### src/rtl/dma_request_arbiter.sv
// Four-channel DMA request arbiter with HRQ/HLDA bus-hold sequencing (fixed or rotating priority).
// Latency: request in IDLE -> hrq next cycle; hlda high -> dack/busy next cycle; ending xfer_done -> release next cycle.
// Backpressure: no re-arbitration while granted; new requests wait for a RELEASE/IDLE turnaround.
module dma_request_arbiter #(
    parameter bit DREQ_ACT_LOW  = 1'b0,
    parameter bit DACK_ACT_HIGH = 1'b0
) (
    input  logic       CLK,
    input  logic       RESET,
    input  logic [3:0] dreq,
    input  logic [3:0] sw_req,
    input  logic [3:0] mask,
    input  logic [7:0] mode_xfer,
    input  logic       rot_pri,
    input  logic       ctrl_disable,
    input  logic       hlda,
    input  logic       xfer_done,
    input  logic       tc,
    output logic       hrq,
    output logic [3:0] dack,
    output logic [1:0] chan_active,
    output logic       busy,
    output logic [3:0] sw_req_clr
);

    typedef enum logic [1:0] {
        IDLE    = 2'd0,
        REQ     = 2'd1,
        GRANT   = 2'd2,
        RELEASE = 2'd3
    } state_t;

    localparam logic [1:0] MODE_DEMAND = 2'b00;
    localparam logic [1:0] MODE_BLOCK  = 2'b10;

    state_t     state;
    state_t     state_nxt;
    logic [1:0] hi;
    logic [1:0] hi_nxt;
    logic [1:0] chan_nxt;
    logic [1:0] winner;
    logic [1:0] base;
    logic [1:0] idx;
    logic [1:0] cur_mode;
    logic [3:0] dreq_act;
    logic [3:0] pend;
    logic [3:0] clr_nxt;
    logic [3:0] dack_oh;
    logic       any_pend;

    assign dreq_act = DREQ_ACT_LOW ? ~dreq : dreq;
    assign pend     = (dreq_act | sw_req) & ~mask;
    assign any_pend = |pend;
    // In fixed mode the search always starts at channel 0.
    assign base     = rot_pri ? hi : 2'd0;
    assign cur_mode = mode_xfer[{chan_active, 1'b0} +: 2];

    // Priority search starting at base with mod-4 wrap; scanning backwards lets the nearest pending channel win.
    always_comb begin
        winner = base;
        idx    = 2'd0;
        for (int k = 3; k >= 0; k--) begin
            idx = base + 2'(k);
            if (pend[idx]) begin
                winner = idx;
            end
        end
    end

    // Next-state, grant latch, priority pointer and software-request clear decisions.
    always_comb begin
        state_nxt = state;
        chan_nxt  = chan_active;
        clr_nxt   = 4'b0000;
        hi_nxt    = hi;
        case (state)
            IDLE: begin
                if (any_pend && !ctrl_disable) begin
                    state_nxt = REQ;
                end
            end
            REQ: begin
                if (hlda) begin
                    if (any_pend) begin
                        state_nxt = GRANT;
                        chan_nxt  = winner;
                    end else begin
                        state_nxt = RELEASE;
                    end
                end else if (!any_pend) begin
                    state_nxt = RELEASE;
                end
            end
            GRANT: begin
                // Only the end of a transfer cycle can terminate the grant.
                if (xfer_done) begin
                    if (tc) begin
                        clr_nxt   = 4'b0001 << chan_active;
                        state_nxt = RELEASE;
                    end else if (mask[chan_active] || ctrl_disable) begin
                        state_nxt = RELEASE;
                    end else if (cur_mode == MODE_BLOCK) begin
                        state_nxt = GRANT;
                    end else if (cur_mode == MODE_DEMAND && pend[chan_active]) begin
                        state_nxt = GRANT;
                    end else begin
                        state_nxt = RELEASE;
                    end
                    if (state_nxt == RELEASE) begin
                        hi_nxt = chan_active + 2'd1;
                    end
                end
            end
            RELEASE: begin
                // Wait for the CPU to drop hlda before any new request.
                if (!hlda) begin
                    state_nxt = IDLE;
                end
            end
            default: state_nxt = IDLE;
        endcase
        if (!rot_pri) begin
            hi_nxt = 2'd0;
        end
    end

    assign dack_oh = (state_nxt == GRANT) ? (4'b0001 << chan_nxt) : 4'b0000;

    // State register and registered outputs, all derived from the next state.
    always_ff @(posedge CLK) begin
        if (RESET) begin
            state       <= IDLE;
            hrq         <= 1'b0;
            busy        <= 1'b0;
            chan_active <= 2'd0;
            sw_req_clr  <= 4'b0000;
            hi          <= 2'd0;
            dack        <= DACK_ACT_HIGH ? 4'b0000 : 4'b1111;
        end else begin
            state       <= state_nxt;
            hrq         <= (state_nxt == REQ) || (state_nxt == GRANT);
            busy        <= (state_nxt == GRANT);
            chan_active <= chan_nxt;
            sw_req_clr  <= clr_nxt;
            hi          <= hi_nxt;
            dack        <= DACK_ACT_HIGH ? dack_oh : ~dack_oh;
        end
    end

endmodule

### config.mk
export PLATFORM = sky130hd
export DESIGN_NAME = dma_request_arbiter
export DESIGN_NICKNAME = d
export VERILOG_FILES = /design/src/rtl/dma_request_arbiter.sv
export SDC_FILE = /design/constraint.sdc
export NUM_CORES = 1
export LEC_CHECK = 0
export CORE_MARGIN = 2
export CORE_UTILIZATION = 47
export DETAILED_ROUTE_END_ITERATION = 12
export GPL_TIMING_DRIVEN = 0
export PLACE_DENSITY_LB_ADDON = 0.05
export SLEW_MARGIN = 40
export SYNTH_ARGS = -nofsm -noshare
export SYNTH_HDL_FRONTEND = slang
export SYNTH_SLANG_ARGS = --single-unit
### constraint.sdc
create_clock -name CLK -period 2.89 [get_ports CLK]
set_clock_uncertainty 0.05 [all_clocks]
set_input_delay 0.578 -clock CLK [delete_from_list [all_inputs] [get_ports CLK]]
set_output_delay 0.578 -clock CLK [all_outputs]
set_load 0.005 [all_outputs]
; Word-level counts from Yosys, hierarchy flattened
; Cells that the tools add are included.
[word_totals]
output_inout_bits = 12
regBits = 16
word_cells = 79
[op_classes]
bitwise_logic = 8
n_mux = 34
n_lt_le_gt_ge = 5
shifts = 3
n_eq_ne = 7
reduce_logical = 11
addsub = 4
[op_table]
columns = op, count
row1 = $mux 2, 15
row2 = $lt 2x3->1 const B, 5
row3 = $bmux 1 s2, 6
row4 = $mux 1, 11
row5 = $eq 2x2->1 const B, 5
row6 = $not 4->4, 2
row7 = $pmux 2 s4, 1
row8 = $reduce_or 4->1, 2
row9 = $shiftx 8x4->2, 1
row10 = $shl 1x2->4 const A, 2
row11 = $add 2x1->2 const B, 2
row12 = $add 2x2->2 const B, 2
row13 = $and 4x4->4, 1
row14 = $eq 2x1->1 const B, 2
row15 = $logic_not 2->1, 2
row16 = $mux 4, 1
row17 = $not 1->1, 4
row18 = $or 4x4->4, 1
row19 = $reduce_and 3->1, 1
row20 = $logic_and 1x1->1, 2
row21 = $logic_or 1x1->1, 2
row22 = $reduce_or 2->1, 1
row23 = $logic_not 1->1, 1

; Longest topological paths before layout
; Gate-level depths: netlist (run 1).
[logic_depth]
word_depth = 16
mapped_depth = 9

; Least setup slack after synthesis (run 1)
; No wires, ideal clock.
[synth_timing]
kind = input to register
startpoint = input port sw_req[1]
endpoint = register hrq
path_stages = 7
slack_ps = 842
path_buffers = 0
t_arrival_ps = 1871
path_cell_list = o21bai_1 and4_4 nor3_2 a21oi_1 o32ai_1 ha_1 nor2_1
[synth_between]
elab_chain_cells = 15
[synth_lines]
columns = element, line_no
row1 = start: declaration, 11  ; input logic [3:0] sw_req,
row2 = $or 4x4->4 (*), 52  ; assign pend = (dreq_act | sw_req) & ~mask;
row3 = $and 4x4->4 (*), 52
row4 = $bmux 1 s2, 104  ; end else if (cur_mode == MODE_DEMAND && pend[chan_active]) begin
row5 = $mux 1 (not written as such), 104
row6 = $logic_and 1x1->1, 104
row7 = $mux 1, 104
row8 = $mux 1, 102  ; end else if (cur_mode == MODE_BLOCK) begin
row9 = $mux 1, 100  ; end else if (mask[chan_active] || ctrl_disable) begin
row10 = $mux 1, 97  ; if (tc) begin
row11 = $mux 2, 96  ; if (xfer_done) begin
row12 = $mux 2, 76  ; case (state)
row13 = $mux 2, 96
row14 = $pmux 2 s4 (*), 76
row15 = $eq 2x1->1 or $eq 2x2->1 (tied branches), 141  ; hrq <= (state_nxt == REQ) || (state_nxt == GRANT);
row16 = $logic_or 1x1->1 (*), 141
row17 = end signal: assignment, 141
row18 = end: declaration, 19  ; output logic hrq,
; Mark *: on every way between the ends. The rest lies on a longest branch, timed or not. The select of a mux whose other input is x is not followed.
; A chain may end at the register's enable or synchronous reset.

; Worst setup path after layout (run 1)
; Ends and elaborated chain as after synthesis.

==> impl_metrics.toml, run 1 <==
[status]
status = "complete, no violations"

[power]
swShare_pct = 27.9
p_comb_share_pct = 28.7
p_leak_uw = 0.000507
ir_worst_vdd_mv = 0.492
seqPwrFrac_pct = 43.9
power.switching_uw = 151
internal-power_uw = 390
power.share.clock_pct = 27.4
power.density_mw_per_mm2 = 367

[global_routing]
grt_usage_pct = 22.6
grt_max_degree = 11
antenna_found_initial = 0
overflow = 0
grt_pass1_vias = 997
grt_pass1_wl_um = 4490

[clock_tree]
holdBufCountCts = 0
htreeDepth = 1
cts_root_buf = "clkbuf_4"
clk_latency_ns = 0.29
cts_resized = 0
clock_sinks = 16
cts_tree = "built"
cts_buffers = 3
clk_pin_slew_worst_paths_ns = 0.09
clk_path_buf_depth = 2
post-cts-setup-buffer-count = 0

[timing]
max_freq_mhz = 407
timing.final.crit_share_pct = 85.1
period_needed_ns = 2.46
finalSetupViolations = 0
hold_violations = 0
relSlewSlack_pct = 70.1
hold_slack_ns = 0.541
tns_ns = 0
worst_pin_slew_ns = 0.448
slew_viol_final = 0
rsz0062_at_grt = "false"

[floorplanning]
core_mm2 = 0.00215
chipHeight_um = 51.1
start_util_pct = 48.5
core.rowCount = 17
die_w_um = 51.1
dieArea_mm2 = 0.00261
io_pins = 39

[synthesis]
synth.avg_cell_area_um2 = 8.67
synthesis.area_mm2 = 0.00104
syn_nets = 148
seq_area_frac_synth_pct = 30.8
synthArstFlopShare_pct = 0
yosys-top-cells-area = "dfxtp_1 (31%), nor3_1 (4.3%), nor2_1 (4.3%), a21oi_1 (3.4%), nand2_1 (3.2%)"
synth_cell_type_count = 46
syn_inst = 120
synth_top_cell_by_area = "dfxtp_1"
yosysWarningCount = 0
yosys.area.top_type_share_pct = 30.8
ys.flop_type = "dfxtp_1"
synth-edff-count = 0
synth_seq_cells = 16

[placement]
io_buffers = 36
place_hpwl_um = 2060
gp_congestion = 0.836

[layout]
final_common_cell = "clkdlybuf4s50_1"
final_cell_mix = "clkdlybuf4s50_1 (36), dfxtp_1 (16), nor2_1 (12)"
layout-drive-gt1-share_pct = 16.9
num_antenna_cells = 0
fin_nets = 189
area_delta_synth_final_pct = 41.5

[route]
wl_per_cell_um = 14.0
drcViolationCount = 0
ant_nets = 0
via_per_inst = 5.66
drt_first_pass_iters = 4
drt_iter0_markers = 35
num_vias = 1064
finalWirelength_um = 2640

[critical_path]
critPathSlowestCell = "clkdlybuf4s50_1"
worst_setup_path_start_kind = "primary input"
cp_data_arrival_time_ns = 2.58
max_stage_delay_ns = 0.46
cp_max_fo = 5
criticalPathCategory = "primary input to flip-flop"
worstPathRequired_ns = 3.01
end_kind = "flip-flop"
crit_chain = "clkdlybuf4s50_1, o21bai_1, and4_4, nor3_2, a21oi_1, o32ai_1, ha_1, nor2_1"

[worst_hold_path]
holdCritPathClass = "flip-flop to flip-flop"

[flow_run]
drv_cap = 0
[stage by stage]
step           cells  power, µW  worst slack, ns  area (µm²)  utilization (%)
4_1_cts          188        542            0.462        1470             68.5
3_3_place_gp     184        392            0.220        1440             66.9
5_1_grt          188        567            0.328        1470             68.5
2_1_floorplan    120        327            0.842        1040                -
3_5_place_dp     184        397            0.131        1440             66.9
6_report         188        541            0.431        1470             68.5
[sequential cells by signal (all words and copies together) (netlist names)]
| name | flops |
|---|---|
| dack | 4 |
| hi | 2 |
| chan_active | 2 |
| busy | 1 |
| hrq | 1 |
| state | 2 |
| sw_req_clr | 4 |
[layer usage]
| layer | up-vias | GRT usage (%) | share of wire, % |
|---|---|---|---|
| met5 | - | 0 | 0 |
| met4 | 0 | 4.50 | 0.80 |
| met3 | 5 | 5.85 | 7.9 |
| met2 | 40 | 36.6 | 43 |
| met1 | 493 | 30.3 | 48 |
| li1 | 526 | - | - |
[worst max-delay path, delay by kind of cell]
kind / cells / cell delay (ns)
buffers and inverters: 1 / 0.46
and+or+nand+nor: 3 / 0.42
adders and majority gates: 1 / 0.31
AOI/OAI and AO/OA: 3 / 0.81
[cells in the mapped netlist, types with 3 or more instances]
cell / count
o21ai_2: 3
o22ai_1: 3
inv_1: 4
a21oi_1: 7
nor3_1: 9
nor4_1: 3
o211ai_1: 3
nor2_1: 12
nand2_1: 9
nand3_1: 4
nand2b_1: 3
dfxtp_1: 16
[logic make-up after synthesis]
group	Yosys count	synth area share, %
adders and majority gates	1	1.20
DFF	16	30.8
muxes	1	2.16
buffers and inverters	11	6.49
AOI/OAI and AO/OA	37	29.8
and+or+nand+nor	54	29.6
[power groups by stage]
stage          Clock (µW)  Combinational, µW  Sequential [µW]
6_report              148                155              238
5_1_grt               158                169              239
4_1_cts               149                155              238
3_5_place_dp            0                154              243
3_3_place_gp            0                149              242
2_1_floorplan           0               84.0              243
[layout make-up]
class,instances,area [µm²]
Fill cell,171,676
Multi-Input combinational cell,93,653
Timing Repair Buffer,36,360
Sequential cell,16,320
Buffer,6,46.3
Clock buffer,4,36.3
Tap cell,28,35.0
Inverter,5,21.3
[worst paths after layout]
check                                               start                   to  slack (ns)  cells past startpoint
worst min register to register        state[0]$_SDFF_PP0_  state[1]$_SDFF_PP0_        0.54                      2
worst max register to register  chan_active[0]$_SDFF_PP0_   dack[0]$_SDFF_PP1_        0.94                      7
worst min-delay path                  state[0]$_SDFF_PP0_  state[1]$_SDFF_PP0_        0.54                      2
worst max-delay path                            sw_req[1]       hrq$_SDFF_PP0_        0.43                      8
Note: power is estimated with default switching activity, not from simulation.
==> run 2: changes to the inputs <==
--- a/config.mk
+++ b/config.mk
@@ -8,7 +8,6 @@
 export CORE_MARGIN = 2
 export CORE_UTILIZATION = 47
 export DETAILED_ROUTE_END_ITERATION = 12
-export GPL_TIMING_DRIVEN = 0
 export PLACE_DENSITY_LB_ADDON = 0.05
 export SLEW_MARGIN = 40
 export SYNTH_ARGS = -nofsm -noshare
==> impl_metrics.toml, run 2 (same netlist as run 1, synthesis figures left out) <==
[flow_run]
drv_cap = 0

[layout]
stdcell_area_mm2 = 0.00145
final_cell_mix = "clkdlybuf4s50_1 (38), dfxtp_1 (16), nor2_1 (12)"
fillers = 188
regArea_um2 = 320
area_delta_synth_final_pct = 39.7
layout-drive-gt1-share_pct = 14.6
final_util_pct = 67.7
multi_input_area_um2 = 653
reg_top3 = "dack (4), sw_req_clr (4)"
fin_nets = 186
final_common_cell = "clkdlybuf4s50_1"
num_antenna_cells = 0

[floorplanning]
dieArea_mm2 = 0.00261
start_util_pct = 48.5
core.rowCount = 17
core_mm2 = 0.00215
die_w_um = 51.1
io_pins = 39
chipHeight_um = 51.1

[global_routing]
antenna_found_initial = 0
overflow = 0
grt_pass1_vias = 986
grt_usage_pct = 21.3
grt_max_degree = 13
grt_pass1_wl_um = 4240

[critical_path]
worstPathRequired_ns = 3.05
end_kind = "flip-flop"
path_depth = 8
critPathSlowestCell = "clkdlybuf4s50_1"
rr_worst_depth = 5
max_stage_delay_ns = 0.50
critPathBufInv = 1
cp_max_fo = 8
criticalPathCategory = "primary input to flip-flop"
crit_chain = "clkdlybuf4s50_1, o21bai_4, and4_4, nor3_2, a21oi_1, o32ai_1, ha_1, nor2_1"
cp_data_arrival_time_ns = 2.55
worst_setup_path_start_kind = "primary input"
crit_family = "compound AO/OA/AOI/OAI gates"

[timing]
hold_violations = 0
slew_viol_final = 0
period_needed_ns = 2.39
timing.final.crit_share_pct = 82.7
setup_slack_ns = 0.499
max_freq_mhz = 418
rsz0062_at_grt = "false"
tns_ns = 0
worst_pin_slew_ns = 0.477
relSlewSlack_pct = 68.1
finalSetupViolations = 0

[power]
p_total_uw = 530
power.density_mw_per_mm2 = 365
p_leak_uw = 0.000491
ir_worst_vdd_mv = 0.475

[clock_tree]
cts_tree = "built"
cts_resized = 0
clk_path_buf_depth = 2
cts_buffers = 3
post-cts-setup-buffer-count = 0
holdBufCountCts = 0
htreeDepth = 1
clk_pin_slew_worst_paths_ns = 0.08
cts_root_buf = "clkbuf_4"
clock_sinks = 16
clk_latency_ns = 0.28

[placement]
place_hpwl_um = 2080
dpl-instance-area_mm2 = 0.00142
pre_cts_ws_ns = 0.201
io_buffers = 38
gp_congestion = 0.852

[route]
via_per_inst = 5.72
wl_per_cell_um = 13.8
num_vias = 1058
finalWirelength_um = 2550
drcViolationCount = 0
drt_iter0_markers = 41
drt_first_pass_iters = 4
ant_nets = 0

[worst_hold_path]
holdPathStages = 2
holdCritPathClass = "flip-flop to flip-flop"

[status]
status = "complete, no violations"
run 2: cell count changes in the layout (fill, tap and decap cells not counted):
cell	before	now
buf_2	1	0
clkbuf_1	1	0
buf_4	2	1
clkdlybuf4s50_1	36	38
buf_6	2	0
run 2: area by class of cell:
class	instances	share of cell area [%]
Timing Repair Buffer	39	26.7
Multi-Input combinational cell	93	44.9
Tap cell	28	2.41
Clock buffer	4	2.50
Inverter	5	1.46
Sequential cell	16	22.0
run 2: where the power goes:
group / leakage, µW / total (µW) / internal (µW) / switching (µW)
combinational: 0.000340 / 147 / 81.1 / 66.0
sequential: 0.000130 / 242 / 231 / 11.7
clock: 0.0000210 / 141 / 76.6 / 64.3
total: 0.000491 / 530 / 388 / 142
run 2: stage by stage:
step	std cells	hold slack (ns)
after global routing	185	0.562
after global placement	181	0.508
final	185	0.533
after floorplan	120	0.476
after CTS	185	0.541
after detailed placement	181	0.527
run 2: worst min-delay path, delay by kind of cell, from the launching register on:
kind	cells	cell delay, ns
compound gates	2	0.19
flops	1	0.34
run 2: worst paths after layout:
| check | from | to | slack [ns] |
|---|---|---|---|
| max | sw_req[0] | hrq$_SDFF_PP0_ | 0.50 |
| max reg2reg | hi[1]$_SDFFE_PP0P_ | dack[0]$_SDFF_PP1_ | 0.81 |
| min reg2reg | state[0]$_SDFF_PP0_ | state[1]$_SDFF_PP0_ | 0.53 |
| min | state[0]$_SDFF_PP0_ | state[1]$_SDFF_PP0_ | 0.53 |
run 2: routing by layer:
layer	GRT usage, %	vias up	part of all wire [%]
met5	0	-	0
met4	1.80	0	1.1
met3	5.56	4	9.2
met2	35.7	51	43
met1	28.4	474	47
li1	-	529	-
==> run 3: changes to the inputs <==
--- a/config.mk
+++ b/config.mk
@@ -6,7 +6,7 @@
 export NUM_CORES = 1
 export LEC_CHECK = 0
 export CORE_MARGIN = 2
-export CORE_UTILIZATION = 47
+export CORE_UTILIZATION = 43
 export DETAILED_ROUTE_END_ITERATION = 12
 export PLACE_DENSITY_LB_ADDON = 0.05
 export SLEW_MARGIN = 40
==> constraint.sdc (replaced) <==
create_clock -name CLK -period 2.4 [get_ports CLK]
set_clock_uncertainty 0.05 [all_clocks]
set_input_delay 0.48 -clock CLK [delete_from_list [all_inputs] [get_ports CLK]]
set_output_delay 0.48 -clock CLK [all_outputs]
set_load 0.005 [all_outputs]
==> impl_metrics.toml, run 3 (same netlist as run 1, synthesis figures left out) <==
[global_routing]
overflow = 0
grt_max_degree = 13
grt_pass1_vias = 1023
grt_pass1_wl_um = 4390
antenna_found_initial = 0
grt_usage_pct = 21.2

[floorplanning]
core.rowCount = 17
io_pins = 39
dieArea_mm2 = 0.00283
core_mm2 = 0.00225
chipHeight_um = 53.2
start_util_pct = 46.2
die_w_um = 53.2

[critical_path]
cp_data_arrival_time_ns = 2.31
worstPathRequired_ns = 2.51
max_stage_delay_ns = 0.45
cp_max_fo = 4
criticalPathCategory = "primary input to flip-flop"
worst_setup_path_start_kind = "primary input"
critPathSlowestCell = "clkdlybuf4s50_1"
crit_family = "compound AO/OA/AOI/OAI gates"
critPathBufInv = 1
crit_chain = "clkdlybuf4s50_1, o21bai_1, and4_4, and2b_1, o21ai_2, a2111oi_4, o21ai_1"
rrSetupSlack_ns = 0.35
end_kind = "flip-flop"

[layout]
final_cell_mix = "clkdlybuf4s50_1 (38), dfxtp_1 (16), nor2_1 (12)"
reg_top3 = "dack (4), sw_req_clr (4)"
layout-drive-gt1-share_pct = 19.8
num_antenna_cells = 0
fin_nets = 196
fillers = 218
area_delta_synth_final_pct = 46.9
final_common_cell = "clkdlybuf4s50_1"

[worst_hold_path]
holdCritPathClass = "flip-flop to flip-flop"

[clock_tree]
cts_resized = 0
post-cts-setup-buffer-count = 0
clk_path_buf_depth = 2
cts_buffers = 3
clk_latency_ns = 0.29
cts_root_buf = "clkbuf_4"
holdBufCountCts = 0
clock_sinks = 16
cts_tree = "built"
clk_pin_slew_worst_paths_ns = 0.09
htreeDepth = 1

[power]
seqPwrFrac_pct = 43.7
power.share.clock_pct = 26.8
swShare_pct = 27.4
power.density_mw_per_mm2 = 434
p_total_uw = 663
p_comb_share_pct = 29.5
p_leak_uw = 0.000540
ir_worst_vdd_mv = 0.413
internal-power_uw = 482
power.switching_uw = 181

[timing]
worst_pin_slew_ns = 0.462
setup_slack_ns = 0.196
max_freq_mhz = 454
relSlewSlack_pct = 69.1
timing.final.crit_share_pct = 91.8
rsz0062_at_grt = "false"
hold_violations = 0
slew_viol_final = 0
finalSetupViolations = 0
period_needed_ns = 2.20

[placement]
gp_congestion = 0.865
pre_cts_ws_ns = -0.110
io_buffers = 38
place_hpwl_um = 2090

[route]
top_layer = "met4"
met3WireLength_um = 168
met2_length_um = 1190
ant_nets = 0
drt_first_pass_iters = 4
num_vias = 1063
drt_iter0_markers = 28
wl_per_cell_um = 13.2
wl_met1_um = 1200
drcViolationCount = 0
via_per_inst = 5.45
finalWirelength_um = 2570

[status]
status = "complete, no violations"

[flow_run]
drv_cap = 0
==> run 3: routing by layer <==
layer	global-route usage (%)	up-vias
met2	34.4	43
met4	6.84	0
li1	-	539
met1	27.3	479
met3	5.08	2
met5	0	-
==> run 3: worst paths after layout <==
| path | start | cells after the start | endpoint |
|---|---|---|---|
| worst max register to register | hi[1]$_SDFFE_PP0P_ | 5 | dack[0]$_SDFF_PP1_ |
| worst max-delay path | sw_req[1] | 7 | dack[3]$_SDFF_PP1_ |
| worst min-delay path | chan_active[0]$_SDFF_PP0_ | 2 | sw_req_clr[3]$_SDFF_PP0_ |
| worst min register to register | chan_active[0]$_SDFF_PP0_ | 2 | sw_req_clr[3]$_SDFF_PP0_ |
==> run 3: final cells by class <==
cell class,instances,area (µm²),area share [%]
Multi-Input combinational cell,93,653,42.7
Timing Repair Buffer,49,463,30.3
Sequential cell,16,320,20.9
Clock buffer,4,36.3,2.37
Tap cell,28,35.0,2.29
Inverter,5,21.3,1.39
==> run 3: power groups by stage <==
stage                     combinational, µW  clock, µW  sequential (µW)
after global routing                    215        192              291
after global placement                  192          0              296
after detailed placement                195          0              296
final                                   196        178              290
after CTS                               196        181              290
after floorplan                         101          0              292
==> run 3: worst min-delay path, stage by stage (launching register included) <==
cell	delay [ns]
dfxtp_1	0.38
inv_4	0.11
nor3_1	0.05
==> run 3: through the flow <==
stage | hold slack, ns | area, µm² | TNS [ns] | util (%) | std cells
floorplan | 0.476 | 1040 | 0 | - | 120
global placement | 0.519 | 1490 | -0.289 | 66.2 | 191
detailed placement | 0.512 | 1490 | -0.370 | 66.2 | 191
CTS | 0.527 | 1530 | 0 | 67.8 | 195
global route | 0.562 | 1530 | 0 | 67.8 | 195
finish | 0.529 | 1530 | 0 | 67.8 | 195
